`config.mk`:
```
export PLATFORM = sky130hd
export DESIGN_NAME = vsd_multi_timer_flat
export DESIGN_NICKNAME = d
export VERILOG_FILES = /design/src/rtl/vsd_multi_timer_if.sv /design/src/rtl/vsd_multi_timer.sv /design/src/flat_wrapper.sv
export SDC_FILE = /design/constraint.sdc
export NUM_CORES = 1
export LEC_CHECK = 0
export ABC_AREA = 1
export CAP_MARGIN = 20
export CORE_MARGIN = 2
export CORE_UTILIZATION = 55
export DETAILED_ROUTE_END_ITERATION = 7
export GPL_TIMING_DRIVEN = 0
export HOLD_SLACK_MARGIN = 0.03
export PLACE_DENSITY_LB_ADDON = 0.25
export SETUP_SLACK_MARGIN = 0.15
export SLEW_MARGIN = 20
export SYNTH_ARGS = -nofsm -noshare
export SYNTH_HDL_FRONTEND = slang
export SYNTH_SLANG_ARGS = --single-unit
```
`constraint.sdc`:
```
create_clock -name clk -period 3.05 [get_ports clk]
set_clock_uncertainty 0.15 [all_clocks]
set_input_delay 0.61 -clock clk [delete_from_list [all_inputs] [get_ports clk]]
set_output_delay 0.61 -clock clk [all_outputs]
set_load 0.005 [all_outputs]
```
`src/rtl/vsd_multi_timer_if.sv`:
```
// rtl/vsd_multi_timer_if.sv - register bus interface for vsd_multi_timer
interface vsd_multi_timer_if;
    logic        sel;
    logic        we;
    logic [31:0] addr;
    logic [31:0] wdata;
    logic [31:0] rdata;

    modport master (output sel, we, addr, wdata, input rdata);
    modport slave  (input sel, we, addr, wdata, output rdata);
endinterface

```
`src/rtl/vsd_multi_timer.sv`:
```
// rtl/vsd_multi_timer.sv - multi-channel down-counting timer with register bus
// Optional prescaler enabled by defining VSD_TIMER_PRESCALER_EN.
module vsd_multi_timer #(
    parameter int NUM_CH = 2,
    parameter int CNT_W  = 32
) (
    input  logic              clk,
    input  logic              resetn,
    vsd_multi_timer_if.slave  bus,
    output logic [NUM_CH-1:0] timeout,
    output logic              irq
);
    logic                         wr;
    logic                         tick;
    logic [NUM_CH-1:0]            en_v, mode_v, irq_en_v, flag_v;
    logic [NUM_CH-1:0][CNT_W-1:0] load_v, value_v;
    logic                         unused_bits;

    assign wr          = bus.sel && bus.we;
    assign unused_bits = ^{bus.addr[31:7], bus.wdata};

`ifdef VSD_TIMER_PRESCALER_EN
    logic [15:0] presc_q;
    logic [15:0] presc_cnt;
    logic        wr_presc;

    assign wr_presc = wr && (bus.addr[6:0] == 7'h40);
    assign tick     = (presc_cnt == presc_q);

    always_ff @(posedge clk or negedge resetn) begin
        if (!resetn) begin
            presc_q   <= '0;
            presc_cnt <= '0;
        end else if (wr_presc) begin
            presc_q   <= bus.wdata[15:0];
            presc_cnt <= '0;
        end else begin
            presc_cnt <= tick ? 16'h0000 : presc_cnt + 16'h0001;
        end
    end
`else
    assign tick = 1'b1;
`endif

    for (genvar g = 0; g < NUM_CH; g++) begin : g_ch
        logic             en_q, mode_q, irq_en_q, flag_q, timeout_q;
        logic [CNT_W-1:0] load_q, value_q;
        logic             hit, wr_ctrl, wr_load, wr_stat, expire;

        assign hit     = wr && (bus.addr[6:4] == 3'(g));
        assign wr_ctrl = hit && (bus.addr[3:0] == 4'h0);
        assign wr_load = hit && (bus.addr[3:0] == 4'h4);
        assign wr_stat = hit && (bus.addr[3:0] == 4'hC);
        assign expire  = tick && en_q && (value_q == '0);

        always_ff @(posedge clk or negedge resetn) begin
            if (!resetn) begin
                en_q      <= 1'b0;
                mode_q    <= 1'b0;
                irq_en_q  <= 1'b0;
                flag_q    <= 1'b0;
                timeout_q <= 1'b0;
                load_q    <= '0;
                value_q   <= '0;
            end else begin
                timeout_q <= expire;
                // Expiry sets the flag even when a W1C lands on the same edge
                if (expire)
                    flag_q <= 1'b1;
                else if (wr_stat && bus.wdata[0])
                    flag_q <= 1'b0;
                if (wr_load)
                    load_q <= bus.wdata[CNT_W-1:0];
                // A CTRL write overrides the one-shot auto-disable
                if (wr_ctrl) begin
                    en_q     <= bus.wdata[0];
                    mode_q   <= bus.wdata[1];
                    irq_en_q <= bus.wdata[2];
                end else if (expire && !mode_q) begin
                    en_q <= 1'b0;
                end
                if (wr_ctrl && !en_q && bus.wdata[0])
                    value_q <= load_q;
                else if (expire)
                    value_q <= mode_q ? load_q : '0;
                else if (tick && en_q)
                    value_q <= value_q - 1'b1;
            end
        end

        assign en_v[g]     = en_q;
        assign mode_v[g]   = mode_q;
        assign irq_en_v[g] = irq_en_q;
        assign flag_v[g]   = flag_q;
        assign load_v[g]   = load_q;
        assign value_v[g]  = value_q;
        assign timeout[g]  = timeout_q;
    end

    always_ff @(posedge clk or negedge resetn) begin
        if (!resetn)
            irq <= 1'b0;
        else
            irq <= |(flag_v & irq_en_v);
    end

    always_comb begin
        bus.rdata = '0;
        for (int n = 0; n < NUM_CH; n++) begin
            if (bus.addr[6:4] == 3'(n)) begin
                case (bus.addr[3:0])
                    4'h0:    bus.rdata = {29'd0, irq_en_v[n], mode_v[n], en_v[n]};
                    4'h4:    bus.rdata = 32'(load_v[n]);
                    4'h8:    bus.rdata = 32'(value_v[n]);
                    4'hC:    bus.rdata = {31'd0, flag_v[n]};
                    default: bus.rdata = '0;
                endcase
            end
        end
`ifdef VSD_TIMER_PRESCALER_EN
        if (bus.addr[6:0] == 7'h40)
            bus.rdata = {16'd0, presc_q};
`endif
    end
endmodule
```
`src/flat_wrapper.sv`:
```
// flat-port wrapper written by rule: the top's interface ports become plain ports
module vsd_multi_timer_flat 
#(
    parameter int NUM_CH = 2,
    parameter int CNT_W  = 32
)
  (clk, resetn, timeout, irq, bus_sel, bus_we, bus_addr, bus_wdata, bus_rdata);
  vsd_multi_timer_if bus_i ();
  input  logic clk;
  input  logic resetn;
  output logic [NUM_CH-1:0] timeout;
  output logic irq;
  input wire logic [$bits(bus_i.sel)-1:0] bus_sel;
  input wire logic [$bits(bus_i.we)-1:0] bus_we;
  input wire logic [$bits(bus_i.addr)-1:0] bus_addr;
  input wire logic [$bits(bus_i.wdata)-1:0] bus_wdata;
  output wire logic [$bits(bus_i.rdata)-1:0] bus_rdata;
  assign bus_i.sel = bus_sel;
  assign bus_i.we = bus_we;
  assign bus_i.addr = bus_addr;
  assign bus_i.wdata = bus_wdata;
  assign bus_rdata = bus_i.rdata;
  vsd_multi_timer #(.NUM_CH(NUM_CH), .CNT_W(CNT_W)) u_core (.clk(clk), .resetn(resetn), .bus(bus_i), .timeout(timeout), .irq(irq));
endmodule
```
* Word-level counts from Yosys, hierarchy flattened
Cells that the tools add are included.
Word-level totals: register bits after elaboration 139, bits of input ports 68, output and inout bits 35, logic and storage cells 76
Operators by class: add/subtract/negate cells 2, equality and inequality tests 4, mux-type cells 20, bitwise logic cells 1, reductions and logical operators 34
Operator list (count):
- 32-bit two-way mux | 10
- 32-bit one-hot mux with 4 select lines | 2
- 32-bit logical NOT | 2
- 32-bit by 1-bit subtractor with 32-bit output, second input constant | 2
- 1-bit logical AND | 19
- 4-bit == test, second input constant | 2
- 1-bit two-way mux | 8
- 2-bit nonzero test | 4
- 3-bit nonzero test | 2
- 4-bit by 3-bit == test with 1-bit output, second input constant | 1
- 1-bit logical NOT | 4
- 4-bit logical NOT | 1
- 3-bit by 1-bit == test with 1-bit output, second input constant | 1
- 3-bit logical NOT | 1
- 2-bit AND | 1
- 2-bit OR reduction | 1

* Longest topological paths before layout
Gate-level depths: netlist of run 1.
word-level depth 6, gate-level depth with buffers 13, depth with buffers taken out 13

* Worst setup path before layout of run 1
Ideal clock, no wire load.
path kind input -> output, start point input port bus_addr[3], end point output port bus_rdata[10], arrival time 1678 ps, data required time 2290 ps, path slack 612 ps, stages 7, path buffers 2, path through inv_1 > nor2_1 > nand2_1 > buf_2 > clkbuf_1 > o22ai_1 > a22o_1
Between the ends: cells in the longest elaborated chain, start to end 4, elaborated cells on any way between the ends 8, those cells by class 3 x eq/ne; 4 x mux; 1 x reduce/logical
Ends and longest elaborated chain:
- start, declared | line flat_wrapper.sv:15 | input wire logic [$bits(bus_i.addr)-1:0] bus_addr;
- 4-bit == test (tied with other cells) | line vsd_multi_timer.sv:111 | case (bus.addr[3:0])
- 32-bit one-hot mux with 4 select lines | line vsd_multi_timer.sv:111
- 32-bit two-way mux | line vsd_multi_timer.sv:110 | if (bus.addr[6:4] == 3'(n)) begin
- 32-bit two-way mux (*) | line vsd_multi_timer.sv:110
- end, declared | line flat_wrapper.sv:17 | output wire logic [$bits(bus_i.rdata)-1:0] bus_rdata;
Mark *: on every way between the ends. The rest lies on a longest branch, timed or not.

* Final worst setup path of run 1
start point input port bus_addr[1], end point output port bus_rdata[16]
The elaborated chain is that of the path after synthesis.

==> reports/metrics.yaml, run 1 <==
run_status:
  status: "complete, no violations"
synthesis:
  synth.area.mux_share_pct: 0
  post-synth-top-count-cell: "nand2_1"
  synth-async-reset-ratio_pct: 100
  ys_warn_count: 0
  synth_edf_count: 0
  synthesis.nets: 1430
  ys_top_cells_by_area: "dfrtp_1 38%, nand2_1 15%, nor2_1 8.1%, o21ai_0 7.7%, inv_1 7.4%"
  ys.flop_type: "dfrtp_1"
  synth_cells: 1360
  synth_top_area_cell: "dfrtp_1"
  ys_ff_latch: 139
  synth_cell_type_count: 39
  synth_area_mm2: 0.00921
  synth_compound_area_share_pct: 15.0
  yosys.area_share.simple_pct: 33.3
  synthAdderAreaFrac_pct: 0.272
  synth_top_cell_area_share_pct: 37.8
  synth-seq-area-share_pct: 37.8
  synth-xor-area-share_pct: 3.42
  synth_top_family_by_area: "simple AND/OR/NAND/NOR gates"
  syn_area_per_cell_um2: 6.77
  synth_common_cells: "365 x nand2_1, 199 x nor2_1, 181 x inv_1, 142 x o21ai_0, 139 x dfrtp_1"
critical_path:
  timing.critical_path.required_ns: 2.29
  reg2reg_to: "u_core.g_ch[0].value_q[29]"
  critPathKind: "input port to output port"
  rrSetupSlack_ns: 0.38
  crit_chain: "buf_2 > nor2_8 > nand2_2 > nor2_4 > buf_12 > buf_4 > clkbuf_8 > nand2_1 > o21ai_1 > a22o_1 > dlygate4sd2_1"
  crit_family: "buffers and inverters"
  r2r_start: "u_core.g_ch[0].value_q[0]"
  slowest_delay_ns: 0.25
  critPathBufInv: 5
  crit_fanout: 5
  crit_slowest_cell: "dlygate4sd2_1"
  cp-end-kind: "output port"
  worstSetupStartpointType: "input port"
  r2r_cells: 11
  crit_arrival_ns: 2.13
cts:
  clk_latency_ns: 0.44
  clkSinkCount: 139
  clock_path_buffers: 2
  cts_buffers: 17
  clock-root-buffer: "clkbuf_16"
  htreeDepth: 4
  clkTransAtPathRegs_ns: 0.07
  cts_tree: "done"
placed_design:
  pre_cts_ws_ns: -0.901
  place_inst: 1658
  io_buffers: 77
  dp_hpwl_um: 25000
  gp_congestion: 1.01
  place_area_mm2: 0.0103
floorplanning:
  die_w_um: 133
  die_area_mm2: 0.0178
  initial_core_util_pct: 55.9
  fp.coreArea_mm2: 0.0165
  placementRows: 47
  boundaryPins: 103
  die_h_um: 133
routing:
  drtIter0Drc: 1252
  drtAntennaViolNets: 0
  firstDrtPassIters: 5
  top_layer: "met4"
  finalWirelength_um: 33500
  drc: 0
  vias: 9895
  route.met3.wl_um: 3280
  wl_met2_um: 14800
  wl_per_cell_um: 19.6
  vias_per_cell: 5.78
  wl_met1_um: 14100
sta:
  relSlewSlack_pct: 42.9
  setup_viol: 0
  rsz0062_at_grt: "no"
  worst_slack_ns: 0.164
  timing.hold.ws_ns: 0.340
  hold_viol: 0
  slew_viol_final: 0
  period_minus_slack_ns: 2.89
  finalCritPeriodShare_pct: 94.6
  tightest_slew_ns: 0.854
  timing.fmax_ghz: 0.347
global_routing:
  grt_max_degree: 92
  grt_use_total_pct: 38.3
  grt_pass1_wl_um: 51600
  antenna_found_initial: 0
  overflow: 0
  grt_pass1_vias: 9375
power:
  pwr-share-comb_pct: 28.1
  swShare_pct: 39.2
  p_sw_uw: 2520
  p_int_uw: 3910
  leakage_uw: 0.00544
  pwr-share-clk_pct: 32.6
  ir_drop_mv: 0.473
  p_per_area_mw_per_mm2: 566
  p_seq_share_pct: 39.3
flow_run:
  cap_viol_max_count: 0
final_layout:
  final_cell_area_mm2: 0.0114
  antenna_cells: 0
  fin_nets: 1550
  final_cells: 1713
  synthToLayoutAreaGrowth_pct: 23.5
  drive_gt1_share_pct: 13.5
min_path:
  hp-start: "u_core.g_ch[0].load_q[6]"
  holdCritPathClass: "flip-flop to flip-flop"
  whs_endpoint: "u_core.g_ch[0].load_q[6]"
  holdPathStages: 2
[flip-flops by register name, summed over array words and instances, names as in the netlist]
| signal | flops |
|---|---|
| u_core.g_ch.timeout_q | 2 |
| u_core.g_ch.flag_q | 2 |
| u_core.g_ch.irq_en_q | 2 |
| u_core.g_ch.en_q | 2 |
| u_core.irq | 1 |
| u_core.g_ch.load_q | 64 |
| u_core.g_ch.value_q | 64 |
| u_core.g_ch.mode_q | 2 |
[timing repair]
item / CTS / global route
pin swaps: 32 / 20
setup buffers: 19 / 0
endpoints found under the setup margin: 32 / 26
cloned: 2 / 1
gates resized for setup: 170 / 36
hold endpoints to repair: 48 / 0
hold buffers: 1 / 0
[layout make-up]
class	count	area (µm²)
Sequential cell	139	3480
Clock buffer	17	425
Clock inverter	15	155
Timing Repair Buffer	101	895
Buffer	49	410
Inverter	188	721
Fill cell	1410	5090
Tap cell	220	275
Multi-Input combinational cell	984	5010
[cell usage in the layout (no fill, tap or decap), types with 20 or more instances in the layout]
master           instances
o21ai_0                121
o22ai_1                 20
clkdlybuf4s50_1         37
buf_4                   22
dlygate4sd2_1           21
dfrtp_1                139
inv_1                  178
o21ai_1                 20
xor2_1                  34
a22o_1                  28
nor2_1                 196
nand3_1                 79
nand2_1                361
clkbuf_16               20
[worst max-delay path by stage]
stage	end	startpoint	cells after the start	slack, ns
after CTS	bus_rdata[0]	bus_addr[3]	11	0.1
after global routing	bus_rdata[28]	bus_addr[1]	12	0.15
final	bus_rdata[16]	bus_addr[1]	11	0.16
after detailed placement	bus_rdata[15]	bus_addr[3]	9	-0.90
after floorplan	bus_rdata[10]	bus_addr[3]	7	0.61
after global placement	u_core.g_ch[0].value_q[23]	resetn	1	-4.63
[worst register-to-register path, delay by kind of cell, from the launching register on]
family / cells / cell delay, ns
simple gates: 8 / 1.43
flops: 1 / 0.40
fa+ha+maj: 1 / 0.33
buf+inv: 2 / 0.23
[power groups by stage]
| stage | registers [µW] | clock network, µW | logic, µW |
|---|---|---|---|
| 2_1_floorplan | 2420 | 0 | 1190 |
| 3_3_place_gp | 2530 | 0 | 1620 |
| 3_5_place_dp | 2530 | 0 | 1670 |
| 4_1_cts | 2510 | 2100 | 1760 |
| 5_1_grt | 2560 | 2170 | 2020 |
| 6_report | 2530 | 2100 | 1810 |
[through the flow]
step / total power (µW) / util (%) / setup TNS [ns]
floorplan: 3610 / - / 0
global placement: 4160 / 62.3 / -667.75
detailed placement: 4200 / 62.5 / -25.65
CTS: 6370 / 69.0 / 0
global route: 6760 / 69.1 / 0
finish: 6430 / 69.1 / 0
[metal layers]
layer	global-route usage, %	up-vias
met5	0	-
li1	-	4591
met4	16.5	0
met2	57.7	607
met3	7.23	93
met1	54.2	4604
[cells by family after synthesis]
group                      count (synthesis)
adders and majority gates                  2
DFF                                      139
buffers and inverters                    237
AOI/OAI and AO/OA                        237
and+or+nand+nor                          709
xor gates and xnor gates                  36
No activity file was read; power rests on OpenSTA's default activity.
==> run 2: changes to the inputs <==
--- a/config.mk
+++ b/config.mk
@@ -5,7 +5,6 @@
 export SDC_FILE = /design/constraint.sdc
 export NUM_CORES = 1
 export LEC_CHECK = 0
-export ABC_AREA = 1
 export CAP_MARGIN = 20
 export CORE_MARGIN = 2
 export CORE_UTILIZATION = 55
==> reports/metrics.yaml, run 2 <==
run_status:
  status: "complete, no violations"
synthesis:
  synth_edf_count: 0
  synth-seq-area-share_pct: 45.1
  syn_area_per_cell_um2: 9.83
  ys.flop_type: "dfrtp_1"
  synth_cell_type_count: 59
  synth_area_mm2: 0.00772
  post-synth-top-count-cell: "dfrtp_1"
  synth_top_cell_area_share_pct: 45.1
  synthesis.nets: 855
  synth-async-reset-ratio_pct: 100
  synth_common_cells: "139 x dfrtp_1, 73 x mux2_2, 68 x a22oi_1, 68 x nand2_1, 45 x clkbuf_1"
  synth_top_area_cell: "dfrtp_1"
  ys_top_cells_by_area: "dfrtp_1 45%, mux2_2 11%, a22oi_1 6.6%, nand2_1 3.3%, o21ai_0 2.7%"
  synth_cells: 785
  ys_ff_latch: 139
  ys_warn_count: 0
sta:
  setup_viol: 0
  relSlewSlack_pct: 47.6
  hold_viol: 0
  rsz0062_at_grt: "yes"
  finalCritPeriodShare_pct: 93.8
  period_minus_slack_ns: 2.86
  tightest_slew_ns: 0.783
  timing.fmax_ghz: 0.349
  worst_slack_ns: 0.188
  slew_viol_final: 0
floorplanning:
  die_h_um: 122
  boundaryPins: 103
  die_area_mm2: 0.0150
  initial_core_util_pct: 56.0
  die_w_um: 122
  placementRows: 43
  fp.coreArea_mm2: 0.0138
critical_path:
  startpoint: "bus_sel"
  crit_fanout: 10
  crit_end: "u_core.g_ch[0].load_q[20]"
  worstSetupStartpointType: "input port"
  crit_chain: "clkdlybuf4s50_1 > nor4bb_4 > buf_4 > nand2b_1 > nor3_2 > clkbuf_1 > mux2_2"
  r2r_cells: 9
  cp-end-kind: "flip-flop"
  slowest_delay_ns: 0.52
  reg2reg_to: "u_core.g_ch[0].value_q[4]"
  r2r_start: "u_core.g_ch[0].value_q[20]"
  critPathKind: "input port to flip-flop"
  crit_arrival_ns: 3.02
  timing.critical_path.required_ns: 3.21
  rrSetupSlack_ns: 0.21
  crit_slowest_cell: "clkbuf_1"
global_routing:
  overflow: 0
  grt_max_degree: 97
  grt_pass1_vias: 7364
  grt_pass1_wl_um: 41700
  grt_use_total_pct: 37.5
  antenna_found_initial: 1
routing:
  finalWirelength_um: 27900
  vias: 7868
  wl_per_cell_um: 25.5
  drtAntennaViolNets: 0
  vias_per_cell: 7.19
  firstDrtPassIters: 8
  drc: 0
  drtIter0Drc: 1263
power:
  leakage_uw: 0.00409
  pwr-share-comb_pct: 17.5
  p_sw_uw: 1670
  p_int_uw: 3780
  p_seq_share_pct: 43.0
  swShare_pct: 30.6
  ir_drop_mv: 0.482
  pwr-share-clk_pct: 39.5
  p_per_area_mw_per_mm2: 542
final_layout:
  final_core_util_pct: 72.9
  nFillCells: 1024
  drive_gt1_share_pct: 26.7
  antenna_cells: 0
  layout_common_cells: "138 x dfrtp_1, 73 x mux2_2, 67 x a22oi_1"
  fin_nets: 974
  final_common_cell: "dfrtp_1"
  reg.largest.list: "u_core.g_ch.load_q x64, u_core.g_ch.value_q x64"
  synthToLayoutAreaGrowth_pct: 30.2
  final_cells: 1095
flow_run:
  cap_viol_max_count: 0
min_path:
  hp-start: "u_core.g_ch[1].load_q[17]"
  holdCritPathClass: "flip-flop to flip-flop"
cts:
  clock_path_buffers: 2
  clkSinkCount: 139
  clkTransAtPathRegs_ns: 0.06
  cts_buffers: 17
  clock-root-buffer: "clkbuf_16"
  clk_latency_ns: 0.43
  cts_tree: "done"
  htreeDepth: 4
placed_design:
  gp_congestion: 0.978
  io_buffers: 76
  pre_cts_ws_ns: -1.22
  dp_hpwl_um: 19400
  place_inst: 1042
-- run 2: cell count changes after synthesis, sizes merged, moves of 68 or more --
cell / before / now
inv: 187 / 11
a22oi: 0 / 68
nor2: 227 / 37
mux2: 0 / 73
o21ai: 156 / 43
nand2: 375 / 68
-- run 2: worst min-delay path by stage --
stage               depth (start not counted)                          to
global route                                2  u_core.g_ch[1].value_q[17]
CTS                                         2  u_core.g_ch[1].value_q[19]
floorplan                                   0         u_core.g_ch[0].en_q
global placement                            2  u_core.g_ch[1].value_q[17]
finish                                      2  u_core.g_ch[1].value_q[17]
detailed placement                          2  u_core.g_ch[1].value_q[17]
-- run 2: layout make-up --
cell class,instances,area [µm²],area share (%)
well taps,180,225,2.24
flip-flops and latches,139,3480,34.6
multi-input cells,572,4290,42.7
clock inverters,10,141,1.41
plain buffers,62,489,4.87
repair buffers,100,917,9.13
inverters,12,45.0,0.448
clock buffers,20,457,4.55
-- run 2: repair_timing --
action                                 in CTS  in global routing
resized for setup                         161                 54
hold buffers                                1                  0
endpoints found under the hold margin      43                  0
setup endpoints to repair                 155                 75
buffers inserted                            9                 11
gates cloned                                2                  0
pin swaps                                  13                 11
-- run 2: kinds of logic after synthesis --
| kind of cell | count (synthesis) | synth area share (%) |
|---|---|---|
| DFF | 139 | 45.1 |
| and+or+nand+nor | 242 | 16.2 |
| xor gates and xnor gates | 7 | 0.795 |
| buffers and inverters | 74 | 3.96 |
| muxes | 74 | 10.8 |
| AOI/OAI and AO/OA | 247 | 22.8 |
| adders and majority gates | 2 | 0.324 |
-- run 2: per-stage QoR --
step	hold slack, ns	area, µm²	TNS, ns	total power [µW]
3_3_place_gp	0.334	8700	-691.89	3120
3_5_place_dp	0.354	8730	-105.68	3160
5_1_grt	0.399	10000	0	5610
2_1_floorplan	0.164	7720	0	2790
4_1_cts	0.367	9860	0	5330
6_report	0.367	10000	0	5440
-- run 2: per-layer routing --
layer | track usage [%] | share of wire [%]
met3 | 8.41 | 11
met5 | 0 | 0.029
met2 | 58.2 | 46
met4 | 17.9 | 4.9
met1 | 50.1 | 38
-- run 2: power groups by stage --
stage	clock, µW	combinational, µW	sequential, µW
global placement	0	790	2330
floorplan	0	560	2230
detailed placement	0	827	2340
finish	2150	952	2340
global route	2230	1030	2350
CTS	2150	872	2310
-- run 2: worst max-delay path: cells and delay by family --
kind | cells | cell delay [ns]
buf+inv | 3 | 1.17
mux | 1 | 0.41
simple gates | 3 | 0.83
==> run 3: changes to the inputs <==
--- a/config.mk
+++ b/config.mk
@@ -5,6 +5,7 @@
 export SDC_FILE = /design/constraint.sdc
 export NUM_CORES = 1
 export LEC_CHECK = 0
+export ABC_CLOCK_PERIOD_IN_PS = 3050
 export CAP_MARGIN = 20
 export CORE_MARGIN = 2
 export CORE_UTILIZATION = 55
==> results of run 3 <==
Final layout, timing and power as in run 2 (identical DEF).
